$ cat src/rtl/mem_arbiter.sv
// mem_arbiter: shares one single-port synchronous memory between a boot
// loader and a CPU.
//
// Modes:
//   BOOT - the loader owns the memory and the CPU is held.
//   RUN  - entered on ldr_done. The loader has fixed priority over the CPU,
//          but a waiting CPU is forced through after STARVE_MAX consecutive
//          loader grants.
//
// Ports:
//   clk, rst                        clock; asynchronous active-low reset
//   cpu_rd/cpu_wr/cpu_addr/cpu_wdata  CPU request (byte address)
//   cpu_gnt/cpu_hold                CPU grant and stall, combinational
//   cpu_rdata/cpu_rvalid            CPU read return, one cycle after grant
//   ldr_req/ldr_we/ldr_addr/ldr_wdata/ldr_done
//                                   loader request (word address), done pulse
//   ldr_gnt/ldr_rdata/ldr_rvalid    loader grant and read return
//   m_read/m_write/m_addr/m_din/m_dout
//                                   memory port; m_dout is valid one cycle
//                                   after m_read
module mem_arbiter #(
  parameter int unsigned STARVE_MAX = 4
) (
  input  logic        clk,
  input  logic        rst,
  input  logic        cpu_rd,
  input  logic        cpu_wr,
  input  logic [31:0] cpu_addr,
  input  logic [31:0] cpu_wdata,
  output logic        cpu_gnt,
  output logic [31:0] cpu_rdata,
  output logic        cpu_rvalid,
  output logic        cpu_hold,
  input  logic        ldr_req,
  input  logic        ldr_we,
  input  logic [13:0] ldr_addr,
  input  logic [31:0] ldr_wdata,
  input  logic        ldr_done,
  output logic        ldr_gnt,
  output logic [31:0] ldr_rdata,
  output logic        ldr_rvalid,
  output logic        m_read,
  output logic        m_write,
  output logic [13:0] m_addr,
  output logic [31:0] m_din,
  input  logic [31:0] m_dout
);

  typedef enum logic [0:0] {
    BOOT = 1'b0,
    RUN  = 1'b1
  } mode_e;

  localparam logic [2:0] STARVE_LIM = 3'(STARVE_MAX);

  mode_e       mode_q, mode_d;
  logic [2:0]  starve_cnt_q, starve_cnt_d;
  // Read tag: [1] = owner (1 = CPU, 0 = loader), [0] = valid
  logic [1:0]  rd_tag_q, rd_tag_d;
  logic [31:0] cpu_rdata_q, cpu_rdata_d;
  logic [31:0] ldr_rdata_q, ldr_rdata_d;
  logic        cpu_pending;
  logic        cpu_wins;
  logic        unused_cpu_addr;

  // Only the word index of the CPU byte address reaches the memory.
  assign unused_cpu_addr = ^{cpu_addr[31:16], cpu_addr[1:0]};

  // Arbitration, memory port mux, read return and next-state computation
  always_comb begin
    cpu_pending = cpu_rd | cpu_wr;
    cpu_wins    = 1'b0;
    cpu_gnt     = 1'b0;
    ldr_gnt     = 1'b0;
    cpu_hold    = 1'b1;
    mode_d      = mode_q;

    case (mode_q)
      BOOT: begin
        // Gate with rst so no grant leaks out while reset is held.
        ldr_gnt = ldr_req & rst;
        if (ldr_done) begin
          mode_d = RUN;
        end else begin
          mode_d = BOOT;
        end
      end
      RUN: begin
        cpu_wins = cpu_pending & (~ldr_req | (starve_cnt_q == STARVE_LIM));
        cpu_gnt  = cpu_wins;
        ldr_gnt  = ldr_req & ~cpu_wins;
        cpu_hold = cpu_pending & ~cpu_wins;
        mode_d   = RUN;
      end
      default: begin
        mode_d = BOOT;
      end
    endcase

    // Memory port follows the winner; rd+wr together is a write.
    if (cpu_gnt) begin
      m_read  = ~cpu_wr;
      m_write = cpu_wr;
      m_addr  = cpu_addr[15:2];
      m_din   = cpu_wdata;
    end else if (ldr_gnt) begin
      m_read  = ~ldr_we;
      m_write = ldr_we;
      m_addr  = ldr_addr;
      m_din   = ldr_wdata;
    end else begin
      m_read  = 1'b0;
      m_write = 1'b0;
      m_addr  = 14'd0;
      m_din   = 32'd0;
    end

    if (cpu_gnt && !cpu_wr) begin
      rd_tag_d = 2'b11;
    end else if (ldr_gnt && !ldr_we) begin
      rd_tag_d = 2'b01;
    end else begin
      rd_tag_d = 2'b00;
    end

    // Return data passes straight through from memory; otherwise hold.
    cpu_rvalid  = rd_tag_q[0] & rd_tag_q[1];
    ldr_rvalid  = rd_tag_q[0] & ~rd_tag_q[1];
    cpu_rdata   = cpu_rvalid ? m_dout : cpu_rdata_q;
    ldr_rdata   = ldr_rvalid ? m_dout : ldr_rdata_q;
    cpu_rdata_d = cpu_rdata;
    ldr_rdata_d = ldr_rdata;

    // Count loader wins while the CPU waits; saturates at the limit.
    if (mode_q != RUN) begin
      starve_cnt_d = 3'd0;
    end else if (!cpu_pending || cpu_gnt) begin
      starve_cnt_d = 3'd0;
    end else if (ldr_gnt && (starve_cnt_q != STARVE_LIM)) begin
      starve_cnt_d = starve_cnt_q + 3'd1;
    end else begin
      starve_cnt_d = starve_cnt_q;
    end
  end

  // State registers; reset drops any outstanding read tag
  always_ff @(posedge clk or negedge rst) begin
    if (!rst) begin
      mode_q       <= BOOT;
      starve_cnt_q <= 3'd0;
      rd_tag_q     <= 2'b00;
      cpu_rdata_q  <= 32'd0;
      ldr_rdata_q  <= 32'd0;
    end else begin
      mode_q       <= mode_d;
      starve_cnt_q <= starve_cnt_d;
      rd_tag_q     <= rd_tag_d;
      cpu_rdata_q  <= cpu_rdata_d;
      ldr_rdata_q  <= ldr_rdata_d;
    end
  end

endmodule

$ cat config.mk
export PLATFORM = sky130hd
export DESIGN_NAME = mem_arbiter
export DESIGN_NICKNAME = d
export VERILOG_FILES = /design/src/rtl/mem_arbiter.sv
export SDC_FILE = /design/constraint.sdc
export NUM_CORES = 1
export LEC_CHECK = 0
export CAP_MARGIN = 0
export CORE_UTILIZATION = 31
export DETAILED_ROUTE_END_ITERATION = 10
export PLACE_DENSITY = 0.79
export SLEW_MARGIN = 20
export SYNTH_ARGS = -nofsm -noshare
export SYNTH_HDL_FRONTEND = slang
export SYNTH_SLANG_ARGS = --single-unit
$ cat constraint.sdc
create_clock -name clk -period 1.7 [get_ports clk]
set_input_delay 0.34 -clock clk [delete_from_list [all_inputs] [get_ports clk]]
set_output_delay 0.34 -clock clk [all_outputs]
set_load 0.01 [all_outputs]
# ---- Yosys cells after proc, flatten, opt, wreduce, memory -nomap -nowiden
# Index checks and enable logic that the tools add are counted.
dict set report totals {
  mem_count 0
  latchBits 0
  inputBits 149
  ram_bits 0
  wordCells 50
  output_inout_bits 117
  regBits 70
  romBits 0
}
dict set report classes {
  reduce_logical 7
  add_sub_neg 1
  div_mod_pow 0
  bitwise 14
  order_cmp 0
  n_mul 0
  eq_ne 3
  n_mux 20
  n_shift 0
}
# operator n
set ops {}
lappend ops {{32-bit 2-to-1 mux} 4}
lappend ops {{14-bit 2-to-1 mux} 2}
lappend ops {{3-bit 2-to-1 mux} 3}
lappend ops {{1-bit 2-to-1 mux} 8}
lappend ops {{1-bit AND} 6}
lappend ops {{1-bit inverter} 6}
lappend ops {{1-bit one-hot mux with 2 select lines} 2}
lappend ops {{3-bit by 1-bit adder with 3-bit output (second input constant)} 1}
lappend ops {{3-bit == test (second input constant)} 1}
lappend ops {{1-bit logical AND} 3}
lappend ops {{1-bit logical NOT} 3}
lappend ops {{3-bit by 1-bit inequality test with 1-bit output (second input constant)} 1}
lappend ops {{3-bit inequality test (second input constant)} 1}
lappend ops {{2-bit 2-to-1 mux} 1}
lappend ops {{1-bit bitwise OR} 2}
lappend ops {{1-bit logical OR} 1}

# ---- Depth between registers and ports, before layout
dict set report logic_depth {
  word_depth 10
  mapped_depth 7
}

# ---- Worst setup path after synthesis
# OpenSTA, ideal clock, no wires.
dict set report synth_timing {
  path_type {register to output}
  start {register starve_cnt_q[0]}
  end {output m_addr[11]}
  path_slack_ns -0.070
  t_arrival_ns 1.430
  required_time_ns 1.360
  stages_incl_launch_ff 8
  path_cell_list {dfrtp_1 > inv_1 > ha_1 > a21boi_2 > nor2_2 > buf_6 > buf_8 > mux2i_1}
}
dict set report synth_via {
  elab_chain_len 8
  elab_cells_between_ends 9
}
# item line
set synth_lines {}
lappend synth_lines {{from (decl)} 57} ;# logic [2:0] starve_cnt_q, starve_cnt_d;
lappend synth_lines {{from (signal assigned)} 156} ;# starve_cnt_q <= starve_cnt_d;
lappend synth_lines {{3-bit == test *} 89} ;# cpu_wins = cpu_pending & (~ldr_req | (starve_cnt_q == STARVE_LIM));
lappend synth_lines {{1-bit bitwise OR *} 89}
lappend synth_lines {{1-bit AND *} 89}
lappend synth_lines {{1-bit inverter} 91} ;# ldr_gnt = ldr_req & ~cpu_wins;
lappend synth_lines {{1-bit AND} 91}
lappend synth_lines {{1-bit one-hot mux with 2 select lines} 78} ;# case (mode_q)
lappend synth_lines {{14-bit 2-to-1 mux} 106} ;# end else if (ldr_gnt) begin
lappend synth_lines {{14-bit 2-to-1 mux *} 101} ;# if (cpu_gnt) begin
lappend synth_lines {{to (decl)} 44} ;# output logic [13:0] m_addr,
# Mark *: on every way between the ends. The rest lies on a longest branch, timed or not.

# ---- Worst setup path after layout
dict set report layout_timing {
  start {register starve_cnt_q[0]}
  end {output m_din[21]}
}
dict set report layout_via {
  elab_chain_len 8
  elab_cells_between_ends 9
}
# item line
set layout_lines {}
lappend layout_lines {{3-bit == test *} 89}
lappend layout_lines {{1-bit bitwise OR *} 89}
lappend layout_lines {{1-bit AND *} 89}
lappend layout_lines {{1-bit inverter} 91}
lappend layout_lines {{1-bit AND} 91}
lappend layout_lines {{1-bit one-hot mux with 2 select lines} 78}
lappend layout_lines {{32-bit 2-to-1 mux} 106}
lappend layout_lines {{32-bit 2-to-1 mux *} 101}
lappend layout_lines {{to (decl)} 45} ;# output logic [31:0] m_din,
# Marks and branches as above.

==> reports/metrics.cfg <==
[pwr]
combPwrFrac=0.440
switching_share=0.2774
vdd_drop_max_mv=0.7394
fin_total_pwr_uw=7616
internal-power_uw=5503
powerDensity_mw_per_mm2=942.1
netSwitchingPower_uw=2113
p_clk_frac=0.273
p_seq_frac=0.287
leakagePower_uw=0.004040

[grt]
grt_usage=0.2199
grt_overflow=0
antenna_found_initial=1
grt_max_degree=73
grt_pass1_wl_um=19830
grt_pass1_vias=4016

[route]
vias_per_cell=4.561
dr.pass1.iters=4
drc=0
antenna_left=0
wl_um=14160
vias=3708
drt-wirelength-per-cell_um=17.42
drt-initial-drc-count=69

[synthesis]
yosys.area.top_type=dfrtp_1
yosysUniqueCellTypes=24
synth_warnings=0
syn_nets=472
yosysSeqAreaShare=0.4888
syn_inst=321
avgSynthCellArea_um2=11.16
synthTopCellsByArea=dfrtp_1 49%, mux2_2 20%, mux2i_1 13%
synth_area_mm2=0.003583
synth_seq_cells=70
synth_top_area_frac=0.4888

[critical_path]
critical_path_depth=9
worstPathRequired_ns=1.36
critPathTopFamily=buffers and inverters
crit_top_cell=buf_12
path_cells=inv_2 > ha_4 > a21boi_4 > nor2_4 > buf_12 > buf_12 > buf_8 > mux2i_2 > buf_2
cp_num_buf_inv=5
crit_type=reg -> out
crit_slowest_cell=dfrtp_1
endpoint_kind=primary output
reg2regPathDepth=6
crit_fanout=5
slowest_delay_ns=0.36
worst_setup_path_start_kind=flip-flop
critical_path_arrival_ns=1.88

[status]
status=complete, but fails checks
violations=negative setup slack

[sta]
relSlewSlack=0.3947
finalHoldViolations=0
fmax_ghz=0.4499
whs_ns=0.2368
rsz0062_at_grt=yes
setup_slack_ns=-0.5229
tightest_slew_ns=0.9079
drv_slew=0
fin_skew_ns=0.008152
fin_crit_sh=1.308
fin_crit_ns=2.223
report.final.setup_viol=116

[cells_and_area]
syn_to_final_growth_pct=125.6
layout-drive-gt1-share=0.4940
nets=818
multi_input_area_mm2=0.001986
regArea_mm2=0.001752
fill_cells=737
postLayoutCoreUtil=0.7329

[clocking]
cts_hold_buf=0
cts_tree=done
cts_buffers=9
cts-root-buf=clkbuf_16
cts.sinks=70
clockBufferDepth=2
clkTransAtPathRegs_ns=0.06
clock_latency_ns=0.33
htree_levels=3

[floorplanning]
die_width_um=109.5
die-area_mm2=0.01199
core_area_mm2=0.01103
start_util=0.3249
die_h_um=109.5
io_pins=266
rows=38

[placement]
place_congestion=0.7405
dpl_worst_slack_ns=-0.9407
dp_hpwl_um=8793
port_buffers=247

[worst_hold_path]
hp-class=in -> async

[flow_run]
maxCapViolCount=0

[stage by stage]
stage	setup TNS (ns)	instances	cell area, um^2
after global routing	-52.41	812	8082
after CTS	-50.54	791	7592
after floorplan	-1.248	321	3734
final	-45.33	813	8084
after detailed placement	-58.72	709	6479
after global placement	-57.72	709	6479
[per-layer routing]
| layer | GRT usage | up-vias | share of wire |
|---|---|---|---|
| met4 | 0.09714 | 0 | 0.028 |
| met2 | 0.4281 | 167 | 0.56 |
| met1 | 0.2115 | 1781 | 0.34 |
| met3 | 0.06402 | 26 | 0.075 |
| li1 | - | 1734 | - |
| met5 | 0 | - | 0 |
[repair_timing]
item / CTS / global route
cloned: 9 / 1
pin swaps: 4 / 3
endpoints found under the setup margin: 117 / 117
buffers inserted: 57 / 36
resized for setup: 606 / 126
[cell usage after synthesis (all sizes together)]
master and n:
a21oi 1, dfrtp 70, nand2 51, buf 14, xor2 1, o21ai 4, ha 2, inv 51
mux2 64, mux2i 47, nor2b 1, o211ai 2, o21bai 2, nor2 4, o21a 1, nor3 1
a21boi 1, clkbuf 3, or2 1
[flip-flops by register name (all words and copies together) (netlist names)]
name and cells:
rd_tag_q 2, starve_cnt_q 3, cpu_rdata_q 32, ldr_rdata_q 32, mode_q 1
[power by group through the flow]
stage / Sequential [uW] / Clock (uW) / Combinational [uW]
2_1_floorplan: 2140 / 0 / 1060
3_3_place_gp: 2150 / 0 / 2500
3_5_place_dp: 2180 / 0 / 2550
4_1_cts: 2170 / 2100 / 2900
5_1_grt: 2220 / 2180 / 3540
6_report: 2190 / 2080 / 3350
[layout make-up]
cell class / count / share of cell area
multi-input combinational: 183 / 0.2456
inverter: 51 / 0.02368
clock inverter: 6 / 0.01145
timing repair buffer: 352 / 0.4510
sequential: 70 / 0.2167
clock buffer: 10 / 0.02956
antenna: 1 / 0.0003095
tap: 140 / 0.02167
[cells in the final DEF (no fill, tap or decap), drive strengths merged, types with 2 or more instances in the layout]
master / n
inv: 53
o21bai: 2
o21ai: 4
ha: 2
dfrtp: 70
buf: 221
clkdlybuf4s50: 128
clkbuf: 12
bufinv: 2
mux2: 64
nor2: 4
clkinvlp: 2
o211ai: 2
mux2i: 47
nand2: 51
[logic make-up after synthesis]
kind of cell,Yosys count,share of synthesized area
xor+xnor,1,0.002445
flops,70,0.4888
compound gates,11,0.02059
fa+ha+maj,2,0.006982
simple gates,58,0.06320
buf+inv,68,0.08554
mux,111,0.3324
[path summary, 6_finish.rpt]
path                                                  start                          end  slack [ns]
worst max-delay path            starve_cnt_q[0]$_DFFE_PN0P_                    m_din[21]       -0.52
worst min-delay path                                    rst  starve_cnt_q[2]$_DFFE_PN0P_        0.24
worst max register to register        rd_tag_q[1]$_DFF_PN0_    ldr_rdata_q[17]$_DFF_PN0_        0.10
worst min register to register    cpu_rdata_q[22]$_DFF_PN0_    cpu_rdata_q[22]$_DFF_PN0_        0.50
max in group asynchronous                               rst    cpu_rdata_q[25]$_DFF_PN0_        0.86
min in group clk                  cpu_rdata_q[22]$_DFF_PN0_    cpu_rdata_q[22]$_DFF_PN0_        0.50
Note: power is estimated with default switching activity, not from simulation.
==> variant 1 (config.mk and constraints unchanged) <==
`cpu_rdata_q` no longer has a reset.
--- a/src/rtl/mem_arbiter.sv
+++ b/src/rtl/mem_arbiter.sv
@@ -149,16 +149,18 @@
       mode_q       <= BOOT;
       starve_cnt_q <= 3'd0;
       rd_tag_q     <= 2'b00;
-      cpu_rdata_q  <= 32'd0;
       ldr_rdata_q  <= 32'd0;
     end else begin
       mode_q       <= mode_d;
       starve_cnt_q <= starve_cnt_d;
       rd_tag_q     <= rd_tag_d;
-      cpu_rdata_q  <= cpu_rdata_d;
       ldr_rdata_q  <= ldr_rdata_d;
     end
   end
 
+  always_ff @(posedge clk) begin
+    cpu_rdata_q <= cpu_rdata_d;
+  end
+
 endmodule
 
Behaviour: differs if rst is asserted again (counterexample within 4 cycles, from zero or initial values and one cycle with rst low); with rst held inactive, the same outputs for 10 cycles.
==> variant 1 against the unedited design <==
- the flow still finishes with violations (setup timing)
- power shrank 11%
- final area shrank 6.4%
- synthesized cell count is the same
- sequential cell count is the same
- count of clock-buffer cells in the layout shrank 1
- first-iteration DRC count grew 55%
- sequential share of layout area shrank 0.63 points
- global-route usage grew 0.082 points
- largest cell class unchanged
- hold slack lost 0.14 ns
- routed wire length shrank 4.2%
- synthesized area shrank 4.5%
- worst setup slack gained 0.061 ns
==> variant 1: results (changes against the unedited design) <==
Outcome
  • Run status: finished, violations left (unchanged)
  • Failing checks: setup timing (unchanged)

Routing
  • WL met1: 4840 um (about the same)
  • WL met2: 7690 um (was 7870 um)
  • Final WL: 13600 um (was 14200 um)
  • Initial DRC Count: 107 (was 69)
  • Routed wire length on met3: 709 um (was 1060 um)
  • Vias per cell: 4.50 (was 4.56)

Critical path
  • WP data arrival: 1.82 ns (was 1.88 ns)
  • CP max FO: 8 (was 5)
  • FF-to-FF setup slack: 0.13 ns (was 0.10 ns)

Placed design
  • Inst Count DP: 716 (was 709)
  • Cell Area, Placed: 6380 um^2 (was 6480 um^2)
  • HPWL after DPL: 8990 um (was 8790 um)
  • Routability Congestion: 0.747 (was 0.741)

Clocking
  • Clock slew at reported path FFs: 0.09 ns (was 0.06 ns)
  • Clock root buffer: clkbuf_8 (was clkbuf_16)
  • CTS buffer count: 9 (unchanged)
  • Clock Tree Buf Depth: 2 (unchanged)

Logic synthesis
  • Seq/Total Area, Yosys: 0.465 (was 0.489)
  • Compound-cell area share of the yosys netlist: 0.0216 (was 0.0206)
  • Largest cells by area after synthesis: dfrtp_1 28%, mux2_2 21%, dfxtp_1 19%, mux2i_1 14%, inv_1 5.6% (was dfrtp_1 49%, mux2_2 20%, mux2i_1 13%, inv_1 5.3%, nand2_1 5.3%)
  • Top cell types by occurrence after synthesis: 64 x mux2_2, 51 x inv_1, 51 x nand2_1 (was 70 x dfrtp_1, 64 x mux2_2, 51 x inv_1, 51 x nand2_1, 47 x mux2i_1)
  • Mean area per synthesized cell: 10.7 um^2 (was 11.2 um^2)
  • Fraction of synthesized area in multiplexers: 0.348 (was 0.332)
  • Adder-cell share of the synthesized area: 0.00731 (was 0.00698)
  • Post-Synth XOR/XNOR Area: 0.00256 (was 0.00244)
  • Asr flop ratio synth: 0.543 (was 1.00)

Pwr
  • Static leakage: 3.76 nW (was 4.04 nW)
  • Worst IR Drop VDD: 591 uV (was 739 uV)
  • P_sw: 1.98 mW (was 2.11 mW)

Cells and area
  • Fillcell total: 769 (was 737)
  • Antenna diode count: 0 (was 1)
  • Layout cells sized above 1: 0.476 (was 0.494)
  • Post-route insts no fill: 789 (was 813)
  • Nets@finish: 796 (was 818)

GRT
  • Largest net degree at the start of global routing: 41 (was 73)
  • GR Util All Layers: 0.221 (was 0.220)
  • Initial antenna violation count: 0 (was 1)
  • Number of global-route vias before repair: 3724 (was 4016)

STA
  • Final worst slack: -0.462 ns (was -0.523 ns)
  • Fin Setup TNS: -43.35 ns (was -45.33 ns)
  • Final hold vios: 0 (unchanged)
  • Worst Tran Pin Value: 0.533 ns (was 0.908 ns)
  • Worst clock skew: 0.00668 ns (was 0.00815 ns)
  • # setup viols final: 117 (was 116)
  • Final hold slack: 0.0944 ns (was 0.237 ns)
[variant 1: changes by cell type after synthesis, sizes merged]
cell,change
dfxtp,+32
dfrtp,-32
[variant 1: cell families (layout without fill, tap and decap cells)]
kind of cell,count (synthesis),count (layout)
AND/OR/NAND/NOR,58,58
adder cells (fa/ha/maj),2,2
AO/OA/AOI/OAI,11,11
flip-flops,70,70
XOR/XNOR,1,1
multiplexers,111,111
buffers and inverters,68,396
[variant 1: final timing paths]
path | from | to | cells past startpoint
setup / recovery | ldr_req | m_write | 7
hold / removal | rst | ldr_rdata_q[1] | 2
setup reg to reg | rd_tag_q[1] | ldr_rdata_q[22] | 6
hold reg to reg | cpu_rdata_q[22] | cpu_rdata_q[22] | 1
max in group asynchronous | rst | starve_cnt_q[1] | 2
min in group clk | cpu_rdata_q[22] | cpu_rdata_q[22] | 1
[variant 1: layer usage]
metal / up-vias / track usage
met5: - / 0
met4: 0 / 0.0998
met3: 18 / 0.0359
met2: 153 / 0.425
met1: 1698 / 0.232
li1: 1680 / -
[variant 1: cell type report]
class / instances / area, um^2 / area share
clock buffers: 9 / 124 / 0.0164
clock inverters: 6 / 71.3 / 0.00943
inverters: 51 / 191 / 0.0253
multi-input cells: 183 / 2000 / 0.264
flip-flops and latches: 70 / 1590 / 0.210
well taps: 140 / 175 / 0.0232
repair buffers: 330 / 3410 / 0.451
[variant 1: power groups by stage]
stage	sequential (mW)	combinational (mW)	clock (mW)
4_1_cts	2.16	2.83	1.41
2_1_floorplan	2.14	1.05	0
6_report	2.18	3.21	1.36
5_1_grt	2.21	3.38	1.49
3_5_place_dp	2.18	2.55	0
3_3_place_gp	2.15	2.50	0
[variant 1: what timing repair did]
action	in CTS	in global routing
gates cloned	8	2
pin swaps	5	3
buffers inserted	26	26
setup endpoints to repair	117	117
resized for setup	596	87
==> variant 2 (config.mk and constraints unchanged) <==
Without the edit above. Reset style: synchronous (`rst`), changed in one clocked block. Comments in the files are not updated.
--- a/src/rtl/mem_arbiter.sv
+++ b/src/rtl/mem_arbiter.sv
@@ -144,7 +144,7 @@
   end
 
   // State registers; reset drops any outstanding read tag
-  always_ff @(posedge clk or negedge rst) begin
+  always_ff @(posedge clk) begin
     if (!rst) begin
       mode_q       <= BOOT;
       starve_cnt_q <= 3'd0;
Function: differs if rst is asserted again (counterexample within 4 cycles, from zero or initial values and one cycle with rst low); with rst held inactive, the same outputs for 10 cycles.
==> variant 2 against the unedited design <==
- the flow finishes with violations (DRC, setup timing)
- fmax decreased by 2.6%
- non-clock buffer count fell by 19
- largest cell class unchanged
- synthesized area up 4.3%
- sequential cell count stayed put
- final area grew 2.9%
- routed wire length grew 4.9%
- worst setup slack worse by 0.059 ns
- hold slack improved by 0.34 ns
Power is not compared: it rests on default switching activity, and its combinational part moved more than twofold at a synthesized area within 25%.
==> variant 2: results (changes against the unedited design) <==
STA
  • Fin Setup TNS: -40.46 ns (was -45.33 ns)
  • # setup viols final: 115 (was 116)
  • Worst clock skew: 0.00414 ns (was 0.00815 ns)
  • Worst Tran Pin Value: 0.383 ns (was 0.908 ns)
  • Final worst slack: -0.582 ns (was -0.523 ns)

GRT
  • First-pass GRT wire length: 20200 um (was 19800 um)
  • GR Util All Layers: 0.208 (was 0.220)
  • Initial antenna violation count: 0 (was 1)
  • Largest net degree at the start of global routing: 70 (was 73)
  • Total gr overflow: 0 (unchanged)
  • Number of global-route vias before repair: 4012 (was 4016)

Routing
  • Final WL: 14900 um (was 14200 um)
  • Vias per cell: 4.61 (was 4.56)
  • DRC viols: 14 (was 0)
  • Drt pass-1 iters: 7 (was 4)
  • Initial DRC Count: 154 (was 69)

Logic synthesis
  • Post-Synth XOR/XNOR Area: 0 (was 0.00244)
  • YS warnings: 0 (unchanged)
  • Top cell types by occurrence after synthesis: 70 x dfxtp_1, 64 x and2_1, 57 x mux2_2 (was 70 x dfrtp_1, 64 x mux2_2, 51 x inv_1, 51 x nand2_1, 47 x mux2i_1)
  • Asr flop ratio synth: 0 (was 1.00)
  • Main synth FF type: dfxtp_1 (was dfrtp_1)
  • Mapped Nets: 542 (was 472)
  • Post-synth cell types: 27 (was 24)
  • Fraction of synthesized area in multiplexers: 0.324 (was 0.332)
  • Adder-cell share of the synthesized area: 0.00669 (was 0.00698)
  • Seq/Total Area, Yosys: 0.375 (was 0.489)
  • Largest cells by area after synthesis: dfxtp_1 37%, mux2_2 17%, mux2i_1 13%, and2_1 11%, inv_1 5.0% (was dfrtp_1 49%, mux2_2 20%, mux2i_1 13%, inv_1 5.3%, nand2_1 5.3%)
  • Compound-cell area share of the yosys netlist: 0.0131 (was 0.0206)

Critical path
  • Family with the most delay on the worst path: buffers and inverters (unchanged)
  • Max incr delay on CP: 0.49 ns (was 0.36 ns)
  • Crit-path slowest cell: clkdlybuf4s50_1 (was dfrtp_1)
  • CP max FO: 6 (was 5)
  • WP data arrival: 1.94 ns (was 1.88 ns)

Placed design
  • PortBufs: 247 (unchanged)
  • Cell Area, Placed: 7060 um^2 (was 6480 um^2)
  • Routability Congestion: 0.857 (was 0.741)
  • HPWL after DPL: 9760 um (was 8790 um)

Cells and area
  • Antenna diode count: 0 (was 1)
  • Largest regs: cpu_rdata_q x32, ldr_rdata_q x32, starve_cnt_q x3 (unchanged)
  • Nets@finish: 862 (was 818)
  • Layout cells sized above 1: 0.478 (was 0.494)

Clocking
  • Clock Latency Late Sink: between 0.3 and 0.4 ns
  • H-Tree Depth: 3 (unchanged)
  • Clock root buffer: clkbuf_16 (unchanged)
  • Clock Tree Buf Depth: 2 (unchanged)
  • CTS buffer count: 9 (unchanged)
  • Clock slew at reported path FFs: 0.05 ns

Pwr
  • Worst IR Drop VDD: 466 uV
  • Static leakage: 3.82 nW

Outcome
  • Failing checks: DRC, setup timing (was setup timing)
  • Run status: finished, violations left (unchanged)

Min path
  • Hold crit path type: reg -> reg (was in -> async)
[variant 2: timing repair]
| item | in CTS | in global routing |
|---|---|---|
| gates cloned | 4 | 7 |
| endpoints found under the setup margin | 117 | 121 |
| pin swaps | 1 | 2 |
| resized for setup | 393 | 237 |
| hold endpoints to repair | 0 | 0 |
| setup buffers | 17 | 39 |
[variant 2: worst min-delay path, delay by kind of cell, from the launching register on]
kind | cells | cell delay [ns]
flip-flops | 1 | 0.30
AND/OR/NAND/NOR | 1 | 0.11
multiplexers | 1 | 0.14
[variant 2: path summary, 6_finish.rpt]
path | startpoint | endpoint | slack [ns] | depth (start not counted)
min reg2reg | cpu_rdata_q[22] | cpu_rdata_q[22] | 0.58 | 2
max reg2reg | starve_cnt_q[1] | rd_tag_q[1] | 0.05 | 8
max | ldr_req | m_din[17] | -0.58 | 7
min | cpu_rdata_q[22] | cpu_rdata_q[22] | 0.58 | 2
[variant 2: stage by stage]
stage,instances,total power [mW],setup WS (ns),utilization
floorplan,391,2.33,-0.0418,-
detailed placement,781,3.04,-1.03,0.611
global placement,781,3.01,-1.02,0.611
finish,858,5.19,-0.582,0.719
global route,858,5.38,-0.635,0.719
CTS,817,5.10,-0.582,0.662
[variant 2: routing by layer]
metal / up-vias / GRT usage / routed length (um)
met1: 1876 / 0.196 / 5080
met5: - / 0 / 0
li1: 1887 / - / -
met2: 169 / 0.404 / 8270
met3: 25 / 0.0621 / 1050
met4: 0 / 0.101 / 445
[variant 2: cell type report]
cell class                      count  area, um^2
Timing Repair Buffer              333        3440
Sequential cell                    70        1410
Multi-Input combinational cell    247        2790
Clock inverter                      3        68.8
Clock buffer                       12         246
Fill cell                         790        3240
Tap cell                          143         179
Inverter                           50         188
[variant 2: where the power goes]
group | internal [mW] | leakage (nW) | total, mW | switching [mW]
sequential | 1.68 | 0.569 | 1.69 | 0.0163
combinational | 0.933 | 3.10 | 1.50 | 0.572
clock | 1.32 | 0.153 | 1.99 | 0.669
total | 3.93 | 3.82 | 5.19 | 1.26
[variant 2: logic make-up after synthesis]
group / count (synthesis)
simple gates: 125
mux: 113
buf+inv: 75
flops: 70
compound gates: 6
fa+ha+maj: 2
